$ cat config.mk
export PLATFORM = sky130hd
export DESIGN_NAME = hazard_fwd_unit
export DESIGN_NICKNAME = d
export VERILOG_FILES = /design/src/rtl/pipe_pkg.sv /design/src/rtl/fwd_match.sv /design/src/rtl/hazard_fwd_unit.sv
export SDC_FILE = /design/constraint.sdc
export NUM_CORES = 1
export LEC_CHECK = 0
export ABC_CLOCK_PERIOD_IN_PS = 2700
export CORE_MARGIN = 2
export CORE_UTILIZATION = 51
export DETAILED_ROUTE_END_ITERATION = 8
export MAX_ROUTING_LAYER = met4
export PLACE_DENSITY = 0.87
export RECOVER_POWER = 100
export SLEW_MARGIN = 20
export SYNTH_ARGS = -nofsm -noshare
export SYNTH_HDL_FRONTEND = slang
export SYNTH_SLANG_ARGS = --single-unit
$ cat constraint.sdc
create_clock -name clk -period 2.7 [get_ports clk]
set_input_delay 0.81 -clock clk [delete_from_list [all_inputs] [get_ports clk]]
set_output_delay 0.81 -clock clk [all_outputs]
set_load 0.02 [all_outputs]
$ cat src/rtl/pipe_pkg.sv
// Shared pipeline definitions for the forwarding/hazard logic.
//   FWD_* : operand-mux select codes at the EX stage inputs
//   slot_t: per-stage tracking record {valid, rd, reg_write, is_load}
//   slot_writes(): true when a slot will write a given (non-x0) register
package pipe_pkg;

  localparam int REG_AW_DEF = 5;

  localparam logic [1:0] FWD_RF  = 2'd0;  // ID/EX register-file data
  localparam logic [1:0] FWD_MEM = 2'd1;  // EX/MEM ALU result
  localparam logic [1:0] FWD_WB  = 2'd2;  // MEM/WB writeback value
  localparam logic [1:0] FWD_RET = 2'd3;  // writeback-hold (retired last cycle)

  typedef struct packed {
    logic                  valid;
    logic [REG_AW_DEF-1:0] rd;
    logic                  reg_write;
    logic                  is_load;
  } slot_t;

  function automatic logic slot_writes(input slot_t s, input logic [REG_AW_DEF-1:0] r);
    return s.valid && s.reg_write && (s.rd == r) && (r != '0);
  endfunction

endpackage

$ cat src/rtl/fwd_match.sv
// Combinational priority matcher for one source operand.
//   rs, use_rs         : source register and its use flag (already qualified by id_valid)
//   ex/mem/wb_slot     : in-flight instruction records, youngest first
//   sel                : forwarding select for the operand mux
//   load_hit           : the EX-stage instruction is a load producing this operand
module fwd_match
  import pipe_pkg::*;
(
  input  logic [REG_AW_DEF-1:0] rs,
  input  logic                  use_rs,
  input  slot_t                 ex_slot,
  input  slot_t                 mem_slot,
  input  slot_t                 wb_slot,
  output logic [1:0]            sel,
  output logic                  load_hit
);

  logic unused_is_load;
  assign unused_is_load = mem_slot.is_load ^ wb_slot.is_load;

  // Slots are one stage older by the time this operand reaches EX, so the
  // EX producer is read from EX/MEM, the MEM producer from MEM/WB, and so on.
  always_comb begin
    sel      = FWD_RF;
    load_hit = 1'b0;
    if (use_rs) begin
      if (slot_writes(ex_slot, rs)) begin
        sel      = FWD_MEM;
        load_hit = ex_slot.is_load;
      end else if (slot_writes(mem_slot, rs)) begin
        sel = FWD_WB;
      end else if (slot_writes(wb_slot, rs)) begin
        sel = FWD_RET;
      end
    end
  end

endmodule

$ cat src/rtl/hazard_fwd_unit.sv
// Forwarding and load-use hazard controller for the 5-stage pipeline.
//   clk, rst_n              : core clock, async active-low reset
//   id_*                    : decoded fields of the instruction in ID
//   stall_ext               : memory-side stall, freezes all state
//   flush                   : taken branch/jump, kills the instruction leaving ID
//   fwd_sel_a / fwd_sel_b   : registered operand-mux selects, valid in EX
//   ld_stall                : combinational load-use stall (hold PC, IF/ID)
module hazard_fwd_unit #(
  parameter int REG_AW = pipe_pkg::REG_AW_DEF
) (
  input  logic              clk,
  input  logic              rst_n,
  input  logic              id_valid,
  input  logic [REG_AW-1:0] id_rs1,
  input  logic [REG_AW-1:0] id_rs2,
  input  logic              id_use_rs1,
  input  logic              id_use_rs2,
  input  logic [REG_AW-1:0] id_rd,
  input  logic              id_reg_write,
  input  logic              id_is_load,
  input  logic              stall_ext,
  input  logic              flush,
  output logic [1:0]        fwd_sel_a,
  output logic [1:0]        fwd_sel_b,
  output logic              ld_stall
);
  import pipe_pkg::*;

  slot_t      ex_q, ex_d, mem_q, mem_d, wb_q, wb_d;
  logic [1:0] sel_a_q, sel_a_d, sel_b_q, sel_b_d;
  logic [1:0] match_a, match_b;
  logic       hit_a, hit_b;

  fwd_match u_match_a (
    .rs       (id_rs1),
    .use_rs   (id_use_rs1 && id_valid),
    .ex_slot  (ex_q),
    .mem_slot (mem_q),
    .wb_slot  (wb_q),
    .sel      (match_a),
    .load_hit (hit_a)
  );

  fwd_match u_match_b (
    .rs       (id_rs2),
    .use_rs   (id_use_rs2 && id_valid),
    .ex_slot  (ex_q),
    .mem_slot (mem_q),
    .wb_slot  (wb_q),
    .sel      (match_b),
    .load_hit (hit_b)
  );

  // A flush already replaces the ID instruction with a bubble, so no stall is
  // needed; a frozen pipeline cannot take a stall either.
  assign ld_stall = (hit_a || hit_b) && !flush && !stall_ext;

  always_comb begin
    ex_d    = ex_q;
    mem_d   = mem_q;
    wb_d    = wb_q;
    sel_a_d = sel_a_q;
    sel_b_d = sel_b_q;
    if (!stall_ext) begin
      mem_d = ex_q;
      wb_d  = mem_q;
      if (flush || ld_stall) begin
        ex_d    = '0;
        sel_a_d = FWD_RF;
        sel_b_d = FWD_RF;
      end else begin
        ex_d.valid     = id_valid;
        ex_d.rd        = id_rd;
        ex_d.reg_write = id_reg_write;
        ex_d.is_load   = id_is_load;
        sel_a_d        = match_a;
        sel_b_d        = match_b;
      end
    end
  end

  always_ff @(posedge clk or negedge rst_n) begin
    if (!rst_n) begin
      ex_q    <= '0;
      mem_q   <= '0;
      wb_q    <= '0;
      sel_a_q <= FWD_RF;
      sel_b_q <= FWD_RF;
    end else begin
      ex_q    <= ex_d;
      mem_q   <= mem_d;
      wb_q    <= wb_d;
      sel_a_q <= sel_a_d;
      sel_b_q <= sel_b_d;
    end
  end

  assign fwd_sel_a = sel_a_q;
  assign fwd_sel_b = sel_b_q;

endmodule

==> metrics.md <==
| Metric | Value |
|---|---|
| Avg Cell Area, Syn | `10.69 sq um` |
| Max cap viols | `0` |
| CTS tree | `built` |
| Clock network power share | `0.227` |
| Max Fclk | `341.7 MHz` |
| Total GRT Usage | `0.3082` |
| Vias per cell | `6.472` |
| Worst-Margin Slew | `1.413 ns` |
| CTS Buf Count | `3` |
| # DRC | `1` |
| Setup WS post-layout | `-0.2268 ns` |
| Async SR Flop Fraction | `1.000` |
| Mapped Cells | `143` |
| Met3 wire length | `399 um` |
| Critical Path Fanout Max | `2` |
| Outcome | `finished, violations left` |
| WHS | `0.5255 ns` |
| Wirelength per Cell | `21.06 um` |
| Final hold vios | `0` |
| Antenna violations before repair | `0` |
| WL final | `5266 um` |
| Crit. End Element | `primary output` |
| Part of the power in combinational logic | `0.270` |
| Max-slew violations | `0` |
| Die width | `58.76 um` |
| Largest net degree at the start of global routing | `31` |
| Unique masters post-synth | `35` |
| Final net count | `244` |
| Pwr dens | `412.9 nW/um^2` |
| Top-count cell post-synth | `dfrtp_1` |
| Yosys warnings | `0` |
| Sequential element share of the synthesized area | `0.4255` |
| Layout cells sized above 1 | `0.4110` |
| Row Count | `19` |
| Worst vdd ir | `0.0003236 V` |
| Critical Path Most Common Cell | `buf_6` |
| Post-Synthesis Cell Area | `1529 sq um` |
| Global-route wire length before repair | `7576 um` |
| H-tree depth | `1` |
| Worst Path Arrival | `2.12 ns` |
| CTS Hold Buffers Added | `0` |
| Syn_nets | `167` |
| Pre-antenna DRT Iters | `6` |
| Max clock buf depth | `2` |
| Detail Placement HPWL | `3041 um` |
| Period utilization | `1.084` |
| Top routing layer in use | `met4` |
| Slew margin rel. | `0.05811` |
| Net Sw Frac | `0.3133` |
| Die area | `3452 sq um` |
| Crit path launch type | `input port` |
| Critical Path RT | `1.89 ns` |
| Diodes inserted | `0` |
| Skew-Pair Late Insertion Delay | `0.35 ns` |
| Initial core utilization | `0.5450` |
| Setup_tns | `-1.017 ns` |
| Die Y | `58.76 um` |
| Reg clk slew, reported paths | `0.15 ns` |
| Aggregate global routing overflow | `0` |
| Vias in the first global route | `1583` |
| Clk root buf | `clkbuf_4` |
| Vias | `1618` |
| Post-synth EDFFs | `0` |
| Synth cell count leaders | `26 x dfrtp_1, 21 x xor2_1, 12 x mux2_2` |
| Largest cells by area after synthesis | `dfrtp_1 43%, xor2_1 12%, mux2_2 8.8%` |
| Reg power frac | `0.503` |
| Share of the synthesized area in the top cell type | `0.4255` |
| Routed Antenna Nets | `0` |
| Min-Delay Path Class | `reg2reg` |
| WL met2 | `2608 um` |
| #FFs+latches synth | `26` |
| WL met1 | `1963 um` |
| Final setup fails | `10` |
| Setup slack at placement | `-1.138 ns` |
| I/O pins | `29` |
| Fin crit period | `2.927 ns` |
| DRT iter0 DRCs | `137` |
| Area leader, netlist | `dfrtp_1` |
| Crit path kind | `in2out` |
| Total clock sinks | `26` |
| Skew final | `0.007853 ns` |
| Failing checks | `DRC, setup timing` |
| Final core utilization | `0.8046` |
| Final GP Congestion | `0.9997` |
| Core ar. | `2805 sq um` |
| Internal power | `0.6401 mW` |
| RSZ-0062 raised after global routing | `true` |
| Synth Flop Type | `dfrtp_1` |
| PortBufs | `28` |
| Crit path max-delay cell type | `nor4_4` |
| P_sw | `0.2920 mW` |
| CP cell instances | `buf_6 -> xor2_2 -> nor4_4 -> and3_1 -> a32o_1 -> and3_4 -> buf_6` |
| CP max stage delay | `0.31 ns` |
| Leakage | `1.046 nW` |
| Area growth, synth to finish | `47.63%` |
| Power, Total | `0.9321 mW` |
-- registers in the layout (all words and copies together), names as in the netlist --
| register | cells |
|---|---|
| ex_q | 8 |
| mem_q | 7 |
| wb_q | 7 |
| fwd_sel_a | 2 |
| fwd_sel_b | 2 |
-- worst paths after layout --
| check | startpoint | endpoint | slack (ns) | cells past startpoint |
|---|---|---|---|---|
| max | id_rs1[1] | ld_stall | -0.23 | 7 |
| min | wb_q[1] | wb_q[1] | 0.53 | 1 |
| max reg2reg | ex_q[4] | ex_q[1] | 0.23 | 13 |
| min reg2reg | wb_q[1] | wb_q[1] | 0.53 | 1 |
| max in group asynchronous | rst_n | fwd_sel_b[1] | 0.58 | 2 |
| min in group asynchronous | rst_n | mem_q[6] | 1.29 | 2 |
-- placed cells by master (no fill, tap or decap), drive strengths merged, types with 8 or more instances in the layout --
| cell | n |
|---|---|
| buf | 55 |
| dfrtp | 26 |
| xor2 | 21 |
| mux2 | 12 |
| nand2 | 12 |
| clkdlybuf4s50 | 11 |
| a32o | 10 |
| clkbuf | 8 |
-- through the flow --
stage | instance area (sq um) | std cells
CTS | 2222 | 248
finish | 2257 | 250
global placement | 2059 | 228
global route | 2257 | 250
floorplan | 1530 | 143
detailed placement | 2059 | 228
-- timing repair --
| item | CTS | global route |
|---|---|---|
| pin swaps | 15 | 14 |
| setup buffers | 16 | 2 |
| resized for setup | 48 | 17 |
| setup endpoints to repair | 1 | 12 |
-- power by group through the flow --
stage / Sequential [mW] / Clock, mW / Combinational (mW)
after floorplan: 0.462 / 0 / 0.102
after global placement: 0.468 / 0 / 0.206
after detailed placement: 0.473 / 0 / 0.216
after CTS: 0.465 / 0.207 / 0.228
after global routing: 0.473 / 0.228 / 0.266
final: 0.469 / 0.212 / 0.251
-- worst max-delay path, delay by kind of cell --
family,cells,cell delay (ns)
AO/OA/AOI/OAI,1,0.18
buffers and inverters,2,0.21
AND/OR/NAND/NOR,3,0.74
XOR/XNOR,1,0.18
-- area by class of cell --
class	instances	area (sq um)
Clock buffer	4	36.28
Fill cell	156	548.0
Inverter	6	22.52
Multi-Input combinational cell	107	898.4
Sequential cell	26	650.6
Tap cell	31	38.79
Timing Repair Buffer	76	610.6
-- layer usage --
layer	vias up	global-route usage
met1	787	0.3654
met4	0	0.1591
met5	-	-
met3	33	0.04176
met2	122	0.5095
li1	676	-
-- cell families (layout without fill, tap and decap cells) --
family | after synthesis | count (layout) | share of synthesized area
buffers and inverters | 10 | 86 | 0.02455
AND/OR/NAND/NOR | 42 | 42 | 0.1604
AO/OA/AOI/OAI | 26 | 26 | 0.1465
multiplexers | 12 | 12 | 0.08838
XOR/XNOR | 27 | 27 | 0.1547
flip-flops | 26 | 26 | 0.4255
Power figures use the tool's default switching activity.
